$ cat src/rtl/led_breathe_pwm.sv
// led_breathe_pwm
// Breathing LED driver: a PWM output whose duty ramps linearly from off to full
// brightness, holds, ramps back down to off, holds, and repeats forever.
//
// Parameters
//   PWM_BITS     width of the PWM counter and duty (MAX = 2^PWM_BITS-1)
//   PRESCALE     clk cycles per PWM counter step (>= 1)
//   STEP_PERIODS PWM periods per duty increment/decrement (>= 1)
//   HOLD_PERIODS PWM periods spent at duty MAX and at duty 0 (>= 1)
//
// Ports
//   clk          single clock, all state on posedge
//   rst          asynchronous active-high reset
//   en           run enable; low freezes counters, duty and phase
//   led          registered PWM output
//   duty         current duty value
//   phase        ramp state: 0 UP, 1 HOLD_HI, 2 DOWN, 3 HOLD_LO
//   period_tick  one-cycle pulse after each PWM period wrap
module led_breathe_pwm #(
  parameter int PWM_BITS     = 8,
  parameter int PRESCALE     = 16,
  parameter int STEP_PERIODS = 1,
  parameter int HOLD_PERIODS = 4
) (
  input  logic                clk,
  input  logic                rst,
  input  logic                en,
  output logic                led,
  output logic [PWM_BITS-1:0] duty,
  output logic [1:0]          phase,
  output logic                period_tick
);

  typedef enum logic [1:0] {
    UP      = 2'd0,
    HOLD_HI = 2'd1,
    DOWN    = 2'd2,
    HOLD_LO = 2'd3
  } phase_e;

  localparam int PreW  = (PRESCALE > 1) ? $clog2(PRESCALE) : 1;
  localparam int StepW = (STEP_PERIODS > 1) ? $clog2(STEP_PERIODS) : 1;
  localparam int HoldW = (HOLD_PERIODS > 1) ? $clog2(HOLD_PERIODS) : 1;
  localparam int MaxVal = (1 << PWM_BITS) - 1;

  localparam logic [PreW-1:0]     PreLast    = PreW'(PRESCALE - 1);
  localparam logic [StepW-1:0]    StepLast   = StepW'(STEP_PERIODS - 1);
  localparam logic [HoldW-1:0]    HoldLast   = HoldW'(HOLD_PERIODS - 1);
  localparam logic [PWM_BITS-1:0] PwmMax     = PWM_BITS'(MaxVal);
  localparam logic [PWM_BITS-1:0] PwmNearMax = PWM_BITS'(MaxVal - 1);
  localparam logic [PWM_BITS-1:0] PwmOne     = PWM_BITS'(1);

  logic [PreW-1:0]     pre_q,  pre_d;
  logic [PWM_BITS-1:0] pwm_q,  pwm_d;
  logic [StepW-1:0]    step_q, step_d;
  logic [HoldW-1:0]    hold_q, hold_d;
  logic [PWM_BITS-1:0] duty_q, duty_d;
  phase_e              state_q, state_d;
  logic                led_q,  led_d;
  logic                tick_q, tick_d;

  logic pwm_step;
  logic period_end;

  // State register: everything clears immediately on reset so the ramp
  // restarts from UP at duty 0 after release.
  always_ff @(posedge clk or posedge rst) begin
    if (rst) begin
      pre_q   <= '0;
      pwm_q   <= '0;
      step_q  <= '0;
      hold_q  <= '0;
      duty_q  <= '0;
      state_q <= UP;
      led_q   <= 1'b0;
      tick_q  <= 1'b0;
    end else begin
      pre_q   <= pre_d;
      pwm_q   <= pwm_d;
      step_q  <= step_d;
      hold_q  <= hold_d;
      duty_q  <= duty_d;
      state_q <= state_d;
      led_q   <= led_d;
      tick_q  <= tick_d;
    end
  end

  // Counter chain and ramp FSM. Duty and phase only move on the edge where the
  // PWM counter wraps, so every PWM period is generated with one stable duty.
  // With en low nothing advances; only led and period_tick are forced low.
  always_comb begin
    pwm_step   = en && (pre_q == PreLast);
    period_end = pwm_step && (pwm_q == PwmMax);

    pre_d   = pre_q;
    pwm_d   = pwm_q;
    step_d  = step_q;
    hold_d  = hold_q;
    duty_d  = duty_q;
    state_d = state_q;
    led_d   = en && (pwm_q < duty_q);
    tick_d  = period_end;

    if (en) begin
      pre_d = (pre_q == PreLast) ? '0 : pre_q + PreW'(1);
    end

    if (pwm_step) begin
      pwm_d = pwm_q + PwmOne;
    end

    if (period_end) begin
      case (state_q)
        UP: begin
          if (step_q == StepLast) begin
            step_d = '0;
            duty_d = duty_q + PwmOne;
            if (duty_q == PwmNearMax) begin
              state_d = HOLD_HI;
              hold_d  = '0;
            end
          end else begin
            step_d = step_q + StepW'(1);
          end
        end
        HOLD_HI: begin
          if (hold_q == HoldLast) begin
            hold_d  = '0;
            state_d = DOWN;
          end else begin
            hold_d = hold_q + HoldW'(1);
          end
        end
        DOWN: begin
          if (step_q == StepLast) begin
            step_d = '0;
            duty_d = duty_q - PwmOne;
            if (duty_q == PwmOne) begin
              state_d = HOLD_LO;
              hold_d  = '0;
            end
          end else begin
            step_d = step_q + StepW'(1);
          end
        end
        HOLD_LO: begin
          if (hold_q == HoldLast) begin
            hold_d  = '0;
            state_d = UP;
          end else begin
            hold_d = hold_q + HoldW'(1);
          end
        end
        default: state_d = UP;
      endcase
    end
  end

  assign led         = led_q;
  assign duty        = duty_q;
  assign phase       = state_q;
  assign period_tick = tick_q;

endmodule

$ cat config.mk
export PLATFORM = sky130hd
export DESIGN_NAME = led_breathe_pwm
export DESIGN_NICKNAME = d
export VERILOG_FILES = /design/src/rtl/led_breathe_pwm.sv
export SDC_FILE = /design/constraint.sdc
export NUM_CORES = 1
export LEC_CHECK = 0
export BUFFER_PORTS_ARGS = -buffer_cell sky130_fd_sc_hd__buf_2
export CORE_MARGIN = 2
export CORE_UTILIZATION = 40
export CTS_CLUSTER_SIZE = 10
export DETAILED_ROUTE_END_ITERATION = 16
export PLACE_DENSITY = 0.56
export SETUP_SLACK_MARGIN = 0.1
export SLEW_MARGIN = 20
export SYNTH_ARGS = -nofsm -noshare
export SYNTH_HDL_FRONTEND = slang
export SYNTH_SLANG_ARGS = --single-unit
$ cat constraint.sdc
create_clock -name clk -period 2.75 [get_ports clk]
set_input_delay 0.1375 -clock clk [delete_from_list [all_inputs] [get_ports clk]]
set_output_delay 0.1375 -clock clk [all_outputs]
set_load 0.005 [all_outputs]
==> results of run 1 <==
## flip-flops by register name, summed over array words and instances (netlist names)
register,cells
duty,8
phase,2
hold_q,2
period_tick,1
pre_q,4
led,1
pwm_q,8
## cells in the final DEF (no fill, tap or decap), types with 2 or more instances in the layout
| cell type | instances |
|---|---|
| a211oi_1 | 2 |
| a21o_1 | 3 |
| a21oi_1 | 3 |
| and2_1 | 2 |
| and4_1 | 3 |
| buf_2 | 14 |
| clkbuf_8 | 3 |
| dfrtp_1 | 26 |
| ha_1 | 19 |
| inv_1 | 12 |
| nand2_1 | 17 |
| nand2b_1 | 2 |
| nand3_1 | 7 |
| nand4_1 | 6 |
| nor2_1 | 8 |
| nor3_1 | 4 |
| o21ai_0 | 5 |
| o21ai_1 | 3 |
| o22ai_1 | 2 |
| xnor2_1 | 13 |
| xor2_1 | 3 |
## through the flow
| step | utilization | area [um^2] | hold slack, ns | cells |
|---|---|---|---|---|
| 4_1_cts | 0.466 | 1750 | 0.137 | 220 |
| 2_1_floorplan | - | 1590 | 0.178 | 158 |
| 3_3_place_gp | 0.455 | 1700 | 0.401 | 217 |
| 6_report | 0.466 | 1750 | -0.0508 | 220 |
| 3_5_place_dp | 0.455 | 1700 | 0.444 | 217 |
| 5_1_grt | 0.466 | 1750 | 0.0170 | 220 |
## logic make-up after synthesis
family                     share of synthesized area
xor gates and xnor gates                      0.0879
and+or+nand+nor                                0.199
AOI/OAI and AO/OA                             0.0926
adders and majority gates                      0.149
DFF                                            0.408
muxes                                         0.0204
buffers and inverters                         0.0432
## power groups by stage
stage,Sequential (uW),Combinational (uW),Clock (uW)
detailed placement,474,106,0
floorplan,463,87.6,0
CTS,466,107,222
finish,466,105,211
global placement,471,101,0
global route,474,125,239
## layout make-up
type | count | share of cell area
multi-input combinational | 116 | 0.501
sequential | 26 | 0.373
timing repair buffer | 14 | 0.0401
tap | 48 | 0.0344
inverter | 13 | 0.0280
clock buffer | 3 | 0.0237
## critical path: stages (launching register included)
cell	delay [ns]
dfrtp_1	0.46
or4_4	0.57
o41ai_4	0.26
nand4_4	0.19
nor2_4	0.16
mux2_1	0.32
## final timing paths
kind                            slack [ns]       from  depth (start not counted)           to
worst max-delay path                  0.69    duty[5]                          5     phase[1]
worst min-delay path                 -0.05        rst                          2     pre_q[1]
worst max register to register        0.69    duty[5]                          5     phase[1]
worst min register to register        0.52  hold_q[1]                          2    hold_q[1]
max in group asynchronous             2.36        rst                          2  period_tick
min in group clk                      0.18         en                          2     pre_q[0]
## metal layers
metal,track usage,part of all wire,vias to the layer above
met5,0,0,-
met4,0.0459,0.0058,0
met3,0.0203,0.035,2
met2,0.266,0.47,25
met1,0.209,0.49,553
li1,-,-,573
==> out/results.tsv, run 1 <==
metric	value	unit
drcViolationCount	0	
cts.clk_slew.worst_paths	0.09	ns
wl	3080	um
synthCells	158	
regArea	651	um^2
syn_nets	180	
timing.hold.ws	-0.0508	ns
initial_utilization	0.426	
ioPinCount	15	
violations	negative hold slack	
slew_violations	0	
die_area	0.00451	mm^2
synth_area_per_cell	10.1	um^2
n_antenna_cell	0	
cts_tree	yes	
swShare	0.268	
pwr-share-clk	0.270	
seq_area_frac_synth	0.408	
grt_pass1_vias	1130	
clock-sinks	26	
cts.htree.levels	1	
cts_setup_buffers	0	
vias	1153	
cap_violations	0	
area_growth_syn_to_layout	9.50	%
yosys_warnings	0	
multi_input_area	875	um^2
max_clock_freq	485	MHz
fin_ws	0.688	ns
period_minus_slack	2.06	ns
dp_hpwl	2350	um
ys_ff_latch	26	
wl_per_cell	14.0	um
fill_cells	385	
ys.flop_type	dfrtp_1	
cts_max_path_buffers	2	
cellPowerDensity	448	mW/mm^2
root_buffer	clkbuf_8	
track_usage	0.157	
nNetsFinal	196	
gr-total-overflow	0	
crit_type	reg -> reg	
rsz0062_at_grt	no	
drt-vias-per-instance	5.24	
insertion_delay	0.26	ns
p_int	573	uW
setup_violations	0	
holdBufCountCts	0	
ys_top_cells_by_count	dfrtp_1, ha_1, nand2_1	
end_kind	register	
drtIter0Drc	72	
netlist.area_leader.share	0.408	
core-area	0.00374	mm^2
synthTopCellsByArea	dfrtp_1, ha_1, xnor2_1	
routabilityCongestion	0.848	
irDropWorstVdd	0.000286	V
tightest_slew	0.935	ns
final_min_period_over_clock_period	0.750	
firstDrtPassIters	4	
die_y	67.1	um
ant_nets	0	
maxSlewHeadroom	0.373	
io_buffers	14	
synth_cell_types	36	
dp_slack	0.686	ns
switchingPower	210	uW
yosysMostFrequentCell	dfrtp_1	
synth_edf_count	0	
antenna_found_initial	0	
ys_async_sr_fraction	1.00	
cp.arrival	2.22	ns
seq_power_share	0.596	
p_leak	0.000817	uW
total_power	783	uW
min_path_type	in -> async	
start_kind	register	
combPwrFrac	0.134	
status	finished, violations left	
finalHoldViolCount	26	
grt_max_degree	27	
grt_pass1_wl	5370	um
finalClockSkew	0.00256	ns
cp.required	2.90	ns
die_w	67.1	um
drive_gt1_frac	0.128	
cts_made_buffers	3	
netlist_area	0.00159	mm^2
fp-row-count	22	
yosys.area.top_type	dfrtp_1	
fin_tns_setup	0	ns
post_cts_resized	0	
critPathMaxFanout	7	
Power figures use the tool's default switching activity.
==> inputs of run 2 (changes only) <==
ABC_AREA = 1   (was not set)
PLACE_DENSITY = 0.57   (was 0.56)
clock period = 1.7 ns   (was 2.75 ns; I/O delays follow)
==> run 2 against run 1 <==
Effect of this change: the run now ends clean; design area increased by 21%; sequential share of layout area fell by 6.4 points; synthesized cell count up 44%; critical path depth increased by 4; power up 91%; first-iteration DRC count decreased by 22%; flip-flop and latch count is the same; non-clock buffer count rose by 14; via count up 27%; clock skew is essentially flat; clock power rose by 97%.
==> out/results.tsv, run 2 <==
metric	value	unit
end_kind	register	
grt_max_degree	27	
firstDrtPassIters	4	
rr_worst_depth	9	
fill_cells	424	
pwr-share-clk	0.277	
io_buffers	14	
synthTopCellsByArea	dfrtp_1, nand2_1, ha_1	
synth_area_per_cell	7.82	um^2
ant_nets	0	
yosys.area.top_type	dfrtp_1	
swShare	0.292	
ys_async_sr_fraction	1.00	
ys.flop_type	dfrtp_1	
min_path_type	in -> reg	
seq_area_frac_synth	0.365	
dp_slack	0.137	ns
ys_top_cells_by_count	nand2_1, dfrtp_1, inv_1	
synth_cell_types	25	
slew_violations	0	
fin_tns_setup	0	ns
start_kind	register	
cp.arrival	1.70	ns
tightest_slew	0.351	ns
initial_utilization	0.412	
nNetsFinal	281	
finalHoldViolCount	0	
cp.required	1.91	ns
hp-start	en	
switchingPower	437	uW
wl_per_cell	11.4	um
die_w	70.8	um
clock-sinks	26	
final_min_period_over_clock_period	0.880	
finalClockSkew	0.00215	ns
netlist.area_leader.share	0.365	
cts_tree	yes	
track_usage	0.154	
insertion_delay	0.28	ns
die_area	0.00501	mm^2
cts_max_path_buffers	2	
area_growth_syn_to_layout	18.3	%
status	completed	
timing.rr.end	duty[2]	
grt_pass1_vias	1330	
period_minus_slack	1.50	ns
cts.htree.levels	1	
drtIter0Drc	56	
cts_made_buffers	3	
yosys_warnings	0	
crit_type	reg -> reg	
p_int	1060	uW
cap_violations	0	
slowest_delay	0.42	ns
drive_gt1_frac	0.209	
cellPowerDensity	710	mW/mm^2
dp_hpwl	2660	um
vias	1463	
path_cells	ha_2 > nand2_1 > nor2_4 > nand2_1 > nor2_8 > nand2_4 > inv_2 > nand2_1 > o21ai_1	
die_y	70.8	um
fin_ws	0.204	ns
maxSlewHeadroom	0.766	
r2r-start	pwm_q[0]	
wl	3540	um
seq_power_share	0.504	
synth_edf_count	0	
max_clock_freq	668	MHz
syn_nets	250	
drt-vias-per-instance	4.72	
root_buffer	clkbuf_8	
critPathMaxFanout	6	
min_path_cells	2	
holdPathEnd	pre_q[0]	
ioPinCount	15	
cts.clk_slew.worst_paths	0.09	ns
antenna_found_initial	0	
netlist_area	0.00178	mm^2
regArea	652	um^2
yosysMostFrequentCell	nand2_1	
p_leak	0.00114	uW
synthCells	228	
gr-total-overflow	0	
irDropWorstVdd	0.000392	V
fp-row-count	24	
rsz0062_at_grt	yes	
n_antenna_cell	0	
critPathSlowestCell	dfrtp_1	
grt_pass1_wl	6180	um
cpMostUsedCell	nand2_1	
final_cell_mix	nand2_1, dfrtp_1, inv_1, nor2_1, ha_1	
drcViolationCount	0	
ys_ff_latch	26	
combPwrFrac	0.219	
multi_input_area	0.00105	mm^2
core-area	0.00432	mm^2
routabilityCongestion	0.827	
setup_violations	0	
reg2reg_slack	0.20	ns
final_common_cell	nand2_1	
-- run 2: cell type report --
type	instances	share of cell area
sequential	26	0.309
inverter	29	0.0516
timing repair buffer	28	0.0842
multi-input combinational	171	0.498
clock buffer	4	0.0261
tap	52	0.0308
-- run 2: cells by family after synthesis --
logic type,count (synthesis),share of synthesized area
simple gates,119,0.303
buf+inv,31,0.0667
compound gates,17,0.0533
fa+ha+maj,19,0.133
flops,26,0.365
xor+xnor,16,0.0786
-- run 2: power groups by stage --
stage	Sequential [uW]	Clock, uW	Combinational (uW)
final	755	416	328
after global routing	766	458	383
after CTS	756	427	258
after detailed placement	767	0	253
after global placement	768	0	248
after floorplan	758	0	197
-- run 2: worst max-delay path, delay by kind of cell (launching register included) --
kind,cells,cell delay [ns]
AOI/OAI and AO/OA,1,0.06
adders and majority gates,1,0.20
buffers and inverters,1,0.09
DFF,1,0.42
and+or+nand+nor,6,0.65
-- run 2: worst max-delay path by stage --
stage             start        end  slack, ns  depth (start not counted)
3_3_place_gp    duty[0]  hold_q[0]       0.16                          9
2_1_floorplan  pwm_q[0]   phase[0]       0.28                          8
6_report       pwm_q[0]    duty[2]       0.20                          9
3_5_place_dp   pwm_q[0]    duty[2]       0.14                          9
5_1_grt        pwm_q[0]   phase[1]       0.06                          8
4_1_cts        pwm_q[0]    duty[2]       0.11                          9
-- run 2: repair_timing --
item	CTS	global route
hold buffers	1	0
hold endpoints to repair	26	0
setup endpoints to repair	0	13
setup buffers	0	7
gates resized for setup	0	13
-- run 2: layer usage --
layer / global-route usage / vias up / part of all wire
met2: 0.231 / 17 / 0.47
met3: 0.0242 / 5 / 0.023
met5: 0 / - / 0
li1: - / 780 / -
met4: 0.0566 / 0 / 0.016
met1: 0.224 / 661 / 0.49
-- run 2: stage by stage --
stage	cell area [um^2]	cells	utilization	total power (uW)	hold slack [ns]
after floorplan	1780	228	-	955	0.125
after global placement	1950	298	0.452	1020	0.165
after detailed placement	1950	298	0.452	1020	0.172
after CTS	2020	303	0.467	1440	0.0439
after global routing	2110	310	0.488	1610	0.0817
final	2110	310	0.488	1500	0.0654
==> inputs of run 3 (changes only) <==
BUFFER_PORTS_ARGS = -buffer_cell sky130_fd_sc_hd__buf_4   (was -buffer_cell sky130_fd_sc_hd__buf_2)
SLEW_MARGIN = not set   (was 20)
==> run 3 against run 2 <==
Effect of this change: cell count is 0.65% higher; non-clock buffer count is 3 higher; worst setup slack better by 0.0054 ns; hold slack worse by 0.032 ns; global-route usage hardly changed; die area stayed put; via count is 1.1% higher; sequential power is 2% higher; flip-flop and latch count stayed put; utilization is 1.1 points higher; largest power group unchanged; clock power is 17% lower.
==> out/results.tsv, run 3 (synthesis gave the netlist of run 2 again) <==
metric	value	unit
status	completed	
dp_hpwl	2640	um
hp-start	en	
initial_utilization	0.412	
path_cells	inv_1 > ha_1 > a211oi_1 > nand3_1 > a21oi_1	
finalClockSkew	0.00132	ns
min_path_cells	2	
n_antenna_cell	0	
insertion_delay	0.26	ns
cellPowerDensity	679	mW/mm^2
maxSlewHeadroom	0.773	
drtIter0Drc	72	
finalHoldViolCount	0	
period_minus_slack	1.49	ns
cts_made_buffers	3	
cp.arrival	1.68	ns
cts_tree	yes	
p_leak	0.00115	uW
ioPinCount	15	
cts.htree.levels	1	
drt-vias-per-instance	4.74	
clock-sinks	26	
holdPathEnd	pre_q[0]	
wl	3670	um
critPathSlowestCell	dfrtp_1	
firstDrtPassIters	5	
critPathLaunch	duty[7]	
rsz0062_at_grt	yes	
timing.rr.end	led	
r2r-start	duty[7]	
start_kind	register	
grt_pass1_vias	1370	
max_clock_freq	671	MHz
timing.hold.ws	0.0332	ns
drcViolationCount	0	
drive_gt1_frac	0.215	
final_common_cell	nand2_1	
track_usage	0.154	
slew_violations	0	
routabilityCongestion	0.890	
irDropWorstVdd	0.000373	V
min_path_type	in -> reg	
crit_type	reg -> reg	
wl_per_cell	11.7	um
grt_max_degree	27	
area_growth_syn_to_layout	21.0	%
cp.required	1.89	ns
die_area	0.00501	mm^2
final_cell_mix	nand2_1, buf_4, inv_1, dfrtp_1, nor2_1	
die_w	70.8	um
fp-row-count	24	
final_min_period_over_clock_period	0.877	
io_buffers	14	
critPathMaxFanout	4	
design_area	0.00216	mm^2
end_kind	register	
fin_tns_setup	0	ns
antenna_found_initial	0	
cts.clk_slew.worst_paths	0.09	ns
reg2reg_slack	0.21	ns
grt_pass1_wl	6220	um
placed_area	0.00198	mm^2
tightest_slew	0.340	ns
slowest_delay	0.40	ns
root_buffer	clkbuf_8	
nNetsFinal	284	
vias	1479	
ant_nets	0	
cts_max_path_buffers	2	
gr-total-overflow	0	
rr_worst_depth	5	
setup_violations	0	
cap_violations	0	
die_y	70.8	um
core-area	0.00432	mm^2
-- run 3: metal layers --
metal	GRT usage	vias to the layer above	part of all wire
li1	-	781	-
met1	0.218	677	0.49
met2	0.246	17	0.47
met3	0.0185	4	0.025
met4	0.0503	0	0.014
met5	0	-	0
-- run 3: worst max-delay path, delay by kind of cell, from the launching register on --
family          cells  cell delay, ns
compound gates      2            0.48
fa+ha+maj           1            0.31
buf+inv             1            0.09
flops               1            0.40
simple gates        1            0.13
-- run 3: layout make-up --
class / count / area, um^2
multi-input combinational: 171 / 1050
clock buffer: 3 / 41.3
tap: 52 / 65.1
fill: 442 / 2170
sequential: 26 / 656
timing repair buffer: 31 / 235
inverter: 29 / 109
-- run 3: timing repair --
item                                   in CTS  in global routing
setup buffers                               0                 11
hold buffers                                1                  0
gates resized for setup                     0                 14
setup endpoints to repair                   0                 13
endpoints found under the hold margin      26                  0
-- run 3: how the worst max path moves through the flow --
stage               end  slack [ns]  depth (start not counted)
5_1_grt         duty[6]        0.07                         10
4_1_cts        phase[1]        0.10                          8
6_report            led        0.21                          5
3_3_place_gp    duty[2]        0.16                          9
3_5_place_dp   phase[1]        0.13                          8
2_1_floorplan  phase[0]        0.28                          8
-- run 3: power by group --
group	switching, uW	internal (uW)	leakage (uW)
Combinational	171	181	0.000797
Clock	185	159	0.0000216
Sequential	72.6	696	0.000332
-- run 3: through the flow --
step                cells  worst slack [ns]  total power [uW]   util
global route          312            0.0715              1580  0.499
finish                312             0.209              1460  0.499
floorplan             228             0.277               955      -
detailed placement    297             0.133              1020  0.458
CTS                   301             0.104              1390  0.470
global placement      297             0.164              1020  0.458
